**src/rtl/axi_response_collector.sv**
```systemverilog
// Return-path collector for one AXI target port: round-robin merges B and R
// responses from the initiator-side ports and strips the routing ID bits.
//
// state   | meaning
// R_IDLE  | no R burst in flight; round-robin pick from r_ptr
// R_BURST | grant held on r_sel until the last beat handshakes
module axi_response_collector #(
  parameter int AXI_DATA_W  = 64,
  parameter int AXI_USER_W  = 6,
  parameter int N_INIT_PORT = 5,
  parameter int N_TARG_PORT = 8,
  parameter int AXI_ID_IN   = 16,
  parameter int LOG_N_TARG  = $clog2(N_TARG_PORT),
  parameter int AXI_ID_OUT  = AXI_ID_IN + LOG_N_TARG,
  parameter int LOG_N_INIT  = (N_INIT_PORT > 1) ? $clog2(N_INIT_PORT) : 1
) (
  input  logic                              clk,
  input  logic                              rst_n,
  input  logic [N_INIT_PORT*AXI_ID_OUT-1:0] bid_i,
  input  logic [N_INIT_PORT*2-1:0]          bresp_i,
  input  logic [N_INIT_PORT*AXI_USER_W-1:0] buser_i,
  input  logic [N_INIT_PORT-1:0]            bvalid_i,
  output logic [N_INIT_PORT-1:0]            bready_o,
  input  logic [N_INIT_PORT*AXI_ID_OUT-1:0] rid_i,
  input  logic [N_INIT_PORT*AXI_DATA_W-1:0] rdata_i,
  input  logic [N_INIT_PORT*2-1:0]          rresp_i,
  input  logic [N_INIT_PORT-1:0]            rlast_i,
  input  logic [N_INIT_PORT*AXI_USER_W-1:0] ruser_i,
  input  logic [N_INIT_PORT-1:0]            rvalid_i,
  output logic [N_INIT_PORT-1:0]            rready_o,
  output logic [AXI_ID_IN-1:0]              bid_o,
  output logic [1:0]                        bresp_o,
  output logic [AXI_USER_W-1:0]             buser_o,
  output logic                              bvalid_o,
  input  logic                              bready_i,
  output logic [AXI_ID_IN-1:0]              rid_o,
  output logic [AXI_DATA_W-1:0]             rdata_o,
  output logic [1:0]                        rresp_o,
  output logic                              rlast_o,
  output logic [AXI_USER_W-1:0]             ruser_o,
  output logic                              rvalid_o,
  input  logic                              rready_i
);

  typedef enum logic {R_IDLE, R_BURST} r_state_t;

  logic [AXI_ID_IN-1:0]  bid_a   [N_INIT_PORT];
  logic [1:0]            bresp_a [N_INIT_PORT];
  logic [AXI_USER_W-1:0] buser_a [N_INIT_PORT];
  logic [AXI_ID_IN-1:0]  rid_a   [N_INIT_PORT];
  logic [AXI_DATA_W-1:0] rdata_a [N_INIT_PORT];
  logic [1:0]            rresp_a [N_INIT_PORT];
  logic [AXI_USER_W-1:0] ruser_a [N_INIT_PORT];
  logic [N_INIT_PORT*2*(AXI_ID_OUT-AXI_ID_IN)-1:0] route_bits;
  logic                  unused_route_bits;

  genvar g;
  generate
    for (g = 0; g < N_INIT_PORT; g++) begin : g_unpack
      assign bid_a[g]   = bid_i[g*AXI_ID_OUT +: AXI_ID_IN];
      assign bresp_a[g] = bresp_i[g*2 +: 2];
      assign buser_a[g] = buser_i[g*AXI_USER_W +: AXI_USER_W];
      assign rid_a[g]   = rid_i[g*AXI_ID_OUT +: AXI_ID_IN];
      assign rdata_a[g] = rdata_i[g*AXI_DATA_W +: AXI_DATA_W];
      assign rresp_a[g] = rresp_i[g*2 +: 2];
      assign ruser_a[g] = ruser_i[g*AXI_USER_W +: AXI_USER_W];
      // routing bits are dropped on the way back to the target
      assign route_bits[g*2*(AXI_ID_OUT-AXI_ID_IN) +: 2*(AXI_ID_OUT-AXI_ID_IN)] =
        {bid_i[g*AXI_ID_OUT+AXI_ID_IN +: AXI_ID_OUT-AXI_ID_IN],
         rid_i[g*AXI_ID_OUT+AXI_ID_IN +: AXI_ID_OUT-AXI_ID_IN]};
    end
  endgenerate

  assign unused_route_bits = ^route_bits;

  function automatic logic [LOG_N_INIT-1:0] rr_pick(
    input logic [N_INIT_PORT-1:0] req,
    input logic [LOG_N_INIT-1:0]  ptr
  );
    logic [LOG_N_INIT-1:0] pick;
    logic                  found;
    int                    j;
    pick  = ptr;
    found = 1'b0;
    for (int i = 0; i < N_INIT_PORT; i++) begin
      j = int'(ptr) + i;
      if (j >= N_INIT_PORT) j = j - N_INIT_PORT;
      if (!found && req[j]) begin
        pick  = LOG_N_INIT'(j);
        found = 1'b1;
      end
    end
    return pick;
  endfunction

  function automatic logic [LOG_N_INIT-1:0] next_idx(input logic [LOG_N_INIT-1:0] x);
    if (int'(x) >= N_INIT_PORT - 1) return '0;
    return x + LOG_N_INIT'(1);
  endfunction

  logic [LOG_N_INIT-1:0] b_ptr, b_sel, b_win;
  logic                  b_lock, b_vld;
  logic [LOG_N_INIT-1:0] r_ptr, r_sel, r_win;
  logic                  r_vld, r_last;
  r_state_t              r_state;

  // reset gates the valids so nothing leaks out while rst_n is low
  always_comb begin
    b_win  = b_lock ? b_sel : rr_pick(bvalid_i, b_ptr);
    b_vld  = rst_n & bvalid_i[b_win];
    r_win  = (r_state == R_BURST) ? r_sel : rr_pick(rvalid_i, r_ptr);
    r_vld  = rst_n & rvalid_i[r_win];
    r_last = r_vld & rlast_i[r_win];
  end

  always_comb begin
    bready_o = '0;
    bid_o    = '0;
    bresp_o  = '0;
    buser_o  = '0;
    bvalid_o = b_vld;
    if (b_vld) begin
      bready_o[b_win] = bready_i;
      bid_o           = bid_a[b_win];
      bresp_o         = bresp_a[b_win];
      buser_o         = buser_a[b_win];
    end
  end

  always_comb begin
    rready_o = '0;
    rid_o    = '0;
    rdata_o  = '0;
    rresp_o  = '0;
    ruser_o  = '0;
    rlast_o  = r_last;
    rvalid_o = r_vld;
    if (r_vld) begin
      rready_o[r_win] = rready_i;
      rid_o           = rid_a[r_win];
      rdata_o         = rdata_a[r_win];
      rresp_o         = rresp_a[r_win];
      ruser_o         = ruser_a[r_win];
    end
  end

  // a stalled B response pins the grant so the payload stays stable
  always_ff @(posedge clk or negedge rst_n) begin
    if (!rst_n) begin
      b_ptr  <= '0;
      b_sel  <= '0;
      b_lock <= 1'b0;
    end else if (b_vld) begin
      if (bready_i) begin
        b_lock <= 1'b0;
        b_ptr  <= next_idx(b_win);
      end else begin
        b_lock <= 1'b1;
        b_sel  <= b_win;
      end
    end
  end

  always_ff @(posedge clk or negedge rst_n) begin
    if (!rst_n) begin
      r_state <= R_IDLE;
      r_ptr   <= '0;
      r_sel   <= '0;
    end else begin
      case (r_state)
        R_IDLE: begin
          if (r_vld) begin
            if (rready_i && r_last) begin
              r_ptr <= next_idx(r_win);
            end else begin
              r_state <= R_BURST;
              r_sel   <= r_win;
            end
          end
        end
        R_BURST: begin
          if (r_vld && rready_i && r_last) begin
            r_state <= R_IDLE;
            r_ptr   <= next_idx(r_sel);
          end
        end
        default: r_state <= R_IDLE;
      endcase
    end
  end

endmodule

```
**config.mk**
```make
export PLATFORM = sky130hd
export DESIGN_NAME = axi_response_collector
export DESIGN_NICKNAME = d
export VERILOG_FILES = /design/src/rtl/axi_response_collector.sv
export SDC_FILE = /design/constraint.sdc
export NUM_CORES = 1
export LEC_CHECK = 0
export ABC_CLOCK_PERIOD_IN_PS = 14550
export CORE_AREA = 5 5 287 289
export CTS_BUF_LIST = sky130_fd_sc_hd__clkbuf_2 sky130_fd_sc_hd__clkbuf_4 sky130_fd_sc_hd__clkbuf_8
export DETAILED_ROUTE_END_ITERATION = 12
export DIE_AREA = 0 0 292 294
export SLEW_MARGIN = 5
export SYNTH_ARGS = -nofsm -noshare
export SYNTH_HDL_FRONTEND = slang
export SYNTH_SLANG_ARGS = --single-unit
```
**constraint.sdc**
```tcl
create_clock -name clk -period 14.55 [get_ports clk]
set_input_delay 2.91 -clock clk [delete_from_list [all_inputs] [get_ports clk]]
set_output_delay 2.91 -clock clk [all_outputs]
set_load 0.01 [all_outputs]
```
# --- Yosys cells after proc, flatten, opt, wreduce, memory -nomap -nowiden ---
# Index checks and enable logic that the tools add are counted.
# Widths: inputs -> output; s select.
classes:
  reduce_logical: 25
  n_lt_le_gt_ge: 29
  n_eq_ne: 3
  bitwise: 10
  n_mux: 125
  n_addsub: 21
ops:
  columns: ["operator", "count"]
  rows:
  - ["$lt 32x5->1 const B", 10]
  - ["$mux 32", 10]
  - ["$bmux 64 s3", 1]
  - ["$mux 64", 3]
  - ["$bmux 16 s3", 2]
  - ["$mux 16", 6]
  - ["$mux 3", 21]
  - ["$mux 1", 47]
  - ["$sub 4x3->5 const B", 8]
  - ["$bmux 1 s3", 13]
  - ["$bmux 6 s3", 2]
  - ["$mux 6", 6]
  - ["$ge 4x3->1 const B", 8]
  - ["$add 3x2->4 const B", 4]
  - ["$ge 3x3->1 const B", 5]
  - ["$logic_and 1x1->1", 13]
  - ["$bmux 2 s3", 2]
  - ["$mux 2", 6]
  - ["$and 5x5->5", 2]
  - ["$mux 5", 2]
  - ["$add 3x1->3 const B", 3]
  - ["$add 3x1->4 const B", 2]
  - ["$add 3x3->4 const B", 2]
  - ["$ge 4x4->1 const B", 2]
  - ["other kinds (14)", 33]
totals:
  register_bits: 14
  input_bits: 609
  out_inout_bits: 125
  wordCells: 219

# --- Depth between registers and ports, before layout ---
depth:
  depth_word: 31
  depth_mapped: 23
  depth_no_buf: 17

# --- Worst setup path before layout ---
# No wires, ideal clock.
synth_path:
  path_type: "input to output"
  startpoint: "input rvalid_i[0]"
  endpoint: "output rdata_o[0]"
  required_ns: 11.640
  cell_stages: 14
  n_path_buf: 4
  setup_slack_ns: 5.548
  arrival_ns: 6.092
  path_cell_list: "clkbuf_1 > mux4_2 > a32o_1 > a21oi_2 > o311ai_2 > nor4_4 > a41oi_1 > o21ai_2 > nor4b_2 > buf_2 > a32oi_4 > buf_2 > buf_4 > nor2_1"
synth_via:
  elab_chain_len: 22
  elab_cells_between_ends: 41
synth_lines:
  columns: ["item", "line", "rtl"]
  rows:
  - ["start, declared", "29", "input logic [N_INIT_PORT-1:0] rvalid_i,"]
  - ["$bmux 1 s3", "88", "if (!found && req[j]) begin"]
  - ["$mux 1 (not written as such) (2 in series)", "88", null]
  - ["$mux 1", "88", null]
  - ["$logic_not 1->1", "88", null]
  - ["$logic_and 1x1->1", "88", null]
  - ["$mux 1", "88", null]
  - ["$logic_not 1->1", "88", null]
  - ["$logic_and 1x1->1", "88", null]
  - ["[4 not listed]", null, null]
  - ["$logic_not 1->1", "88", null]
  - ["$logic_and 1x1->1", "88", null]
  - ["$mux 3", "88", null]
  - ["$mux 3", "111", "r_win = (r_state == R_BURST) ? r_sel : rr_pick(rvalid_i, r_ptr);"]
  - ["$not 3->4 (not written as such)", "141", "rdata_o = rdata_a[r_win];"]
  - ["$bmux 64 s3", "141", null]
  - ["$mux 64 (not written as such) (2 in series)", "141", null]
  - ["$mux 64 (*)", "138", "if (r_vld) begin"]
  - ["end, declared", "37", "output logic [AXI_DATA_W-1:0] rdata_o,"]
# Mark *: on every way between the ends. The rest lies on a longest branch, timed or not. The select of a mux whose other input is x is not followed.

# --- Final worst setup path ---
layout_path:
  startpoint: "input rvalid_i[1]"
  endpoint: "output rdata_o[49]"
# Same word-level chain as after synthesis.

==> impl_metrics.yaml <==
global_route:
  grt-ovfl-total: 0
  grt_pass1_wl_um: 81610
  grt_usage: 0.1259
  grt_max_degree: 92
  grt_pass1_vias: 11389
  antenna_found_initial: 17
logic_synthesis:
  yosys.area.top_type: "mux2i_1"
  synthTopCellsByArea: "mux2i_1, a22oi_1, nor2_1"
  synthArstFlopShare: 1.000
  synth-edff-count: 0
  yosysSeqAreaShare: 0.03937
  synth_cells: 1150
  synth.top_cell.area_share: 0.3847
  avgSynthCellArea_um2: 7.738
  yosys_warnings: 0
  synth.distinct_cells: 90
  ys_top_cells_by_count: "mux2i_1, nor2_1, a22oi_1"
  synth_nets: 1787
  synth_area_mm2: 0.008899
  synth-seq-cells: 14
  yosys_most_used_dff: "dfrtp_1"
  synth.most_common_cell: "mux2i_1"
clock_tree:
  clkTransAtPathRegs_ns: 0.06
  cts_buffer_depth: 2
  clkLatencyLatePin_ns: 0.24
  cts_tree: "yes"
  cts.htree.levels: 1
  cts_resized: 0
  cts_buffers: 3
  postCtsSetupBuffers: 0
  cts_root_buf: "clkbuf_8"
  cts-hold-fix-buffers: 0
  clock-sinks: 14
detailed_routing:
  vias_per_cell: 4.094
  ant_nets: 0
  post_drt_wl_per_cell_um: 20.91
  drc: 0
  wl_um: 59480
  drt_iter0_markers: 684
  drtPass1Iterations: 7
  num_vias: 11644
timing:
  finClkSkew_ns: 0.0009030
  fin_crit_sh: 0.8118
  rsz0062_at_grt: "false"
  slew_violations: 0
  relSlewSlack: 0.3175
  fin_crit_ns: 11.81
  setup_tns_ns: 0
  finalSetupViolations: 0
  final-hold-violation-count: 0
  timing.fmax_mhz: 84.66
  worst_slack_ns: 2.738
  worstMarginPinSlew_ns: 1.024
placed_design:
  portBuffers: 703
  dp.cells: 2835
  gp_congestion: 0.8596
  dp_hpwl_um: 50420
  pre_cts_ws_ns: 2.534
setup_path:
  crit_path_end: "rdata_o[49]"
  criticalPathCategory: "input port to primary output"
  start_kind: "input port"
  reg2reg_to: "r_sel[2]"
  cp_max_fo: 91
  r2r_start: "r_ptr[1]"
  cp.arrival_ns: 8.90
  critPathRequiredTime_ns: 11.64
  startpoint: "rvalid_i[1]"
  reg2reg_slack_ns: 8.15
  reg2reg_depth: 15
  critPathCaptureType: "primary output"
floorplan:
  core_mm2: 0.07964
  initial_core_util: 0.1117
  dieArea_mm2: 0.08585
  io_pins: 734
  die-width_um: 292
  row_count: 104
  die_h_um: 294
hold_path:
  hold_class: "register to register"
power:
  p_per_area_mw_per_mm2: 263.8
  vdd_ir_drop_max_v: 0.0002186
  leakagePower_nw: 6.484
finish:
  area_delta_synth_final_pct: 92.22
  final_nets: 2417
  drive_gt1_frac: 0.05512
  final_cells: 2844
outcome:
  outcome: "complete, no violations"
run:
  cap_violations: 0
[cell families (layout without fill, tap and decap cells)]
group / count (synthesis) / after routing / share of synthesized area
AO/OA/AOI/OAI: 282 / 282 / 0.2417
XOR/XNOR: 5 / 5 / 0.004922
other: 0 / 6 / 0
AND/OR/NAND/NOR: 331 / 331 / 0.1926
flip-flops: 14 / 14 / 0.03937
buffers and inverters: 123 / 751 / 0.06060
multiplexers: 367 / 367 / 0.4214
adder cells (fa/ha/maj): 28 / 28 / 0.03937
[power breakdown]
part / internal (mW) / switching, mW / total (mW)
clock network: 0.0183 / 0.0143 / 0.0327
registers: 0.0566 / 0.0342 / 0.0908
logic: 1.90 / 2.49 / 4.39
[layout make-up]
| cell class | count | area (um^2) |
|---|---|---|
| fillers | 8915 | 62530 |
| inverters | 25 | 93.84 |
| repair buffers | 723 | 7237 |
| clock buffers | 3 | 41.29 |
| well taps | 1060 | 1326 |
| multi-input cells | 1013 | 8041 |
| flip-flops and latches | 14 | 350.3 |
| diodes | 6 | 15.01 |
[per-layer routing]
layer | part of all wire | global-route usage
met5 | 0.00071 | 0
met4 | 0.011 | 0.01385
met3 | 0.069 | 0.02234
met2 | 0.49 | 0.2136
met1 | 0.43 | 0.1730
[worst min path at each step]
| stage | from | to | slack [ns] | depth (start not counted) |
|---|---|---|---|---|
| 2_1_floorplan | r_sel[2] | r_sel[2] | 0.46 | 1 |
| 3_3_place_gp | r_sel[2] | r_sel[2] | 0.48 | 1 |
| 3_5_place_dp | r_sel[2] | r_sel[2] | 0.49 | 1 |
| 4_1_cts | r_sel[2] | r_sel[2] | 0.51 | 1 |
| 5_1_grt | r_sel[2] | r_sel[2] | 0.54 | 1 |
| 6_report | r_sel[2] | r_sel[2] | 0.51 | 1 |
[worst max-delay path: stages]
cell and delay, ns:
clkdlybuf4s50_1 0.72, mux4_2 0.63, a32o_1 0.29, a21oi_2 0.20
o311ai_2 0.28, nor4_4 0.46, a41oi_1 0.23, o31ai_4 0.09
buf_4 0.57, nor4b_4 0.13, buf_12 0.24, a32oi_4 0.86
buf_4 0.53, nor2_1 0.12, clkdlybuf4s50_1 0.54
[cells in the final DEF, fill, tap and decap left out, drive strengths merged, types with 6 or more instances in the layout]
cell type	Yosys	final
a21o	7	7
and2	16	16
mux2i	342	342
ha	28	28
a211oi	13	13
nand2	35	35
dfrtp	14	14
or2	23	23
o21ai	41	41
diode	0	6
nor2b	13	13
o211ai	8	8
a21boi	19	19
a21oi	28	28
o32ai	6	6
mux2	21	21
a211o	6	6
clkdlybuf4s50	0	703
nor3	12	12
a22oi	91	91
nor2	139	139
and3	30	30
inv	25	25
nand3	19	19
o22ai	7	7
nand2b	11	11
o31ai	6	6
buf	63	20
[registers in the layout (all words and copies together) (netlist names)]
signal,count
r_state,1
b_lock,1
b_ptr,3
b_sel,3
r_sel,3
r_ptr,3
[stage by stage]
stage	utilization	hold slack, ns	instance area, um^2	power (mW)
2_1_floorplan	-	0.4588	8899	2.938
3_3_place_gp	0.2141	0.4764	17050	4.518
3_5_place_dp	0.2141	0.4911	17050	4.512
4_1_cts	0.2146	0.5052	17090	4.567
5_1_grt	0.2147	0.5384	17100	4.888
6_report	0.2148	0.5060	17110	4.513
(Power assumes the default switching activity.)
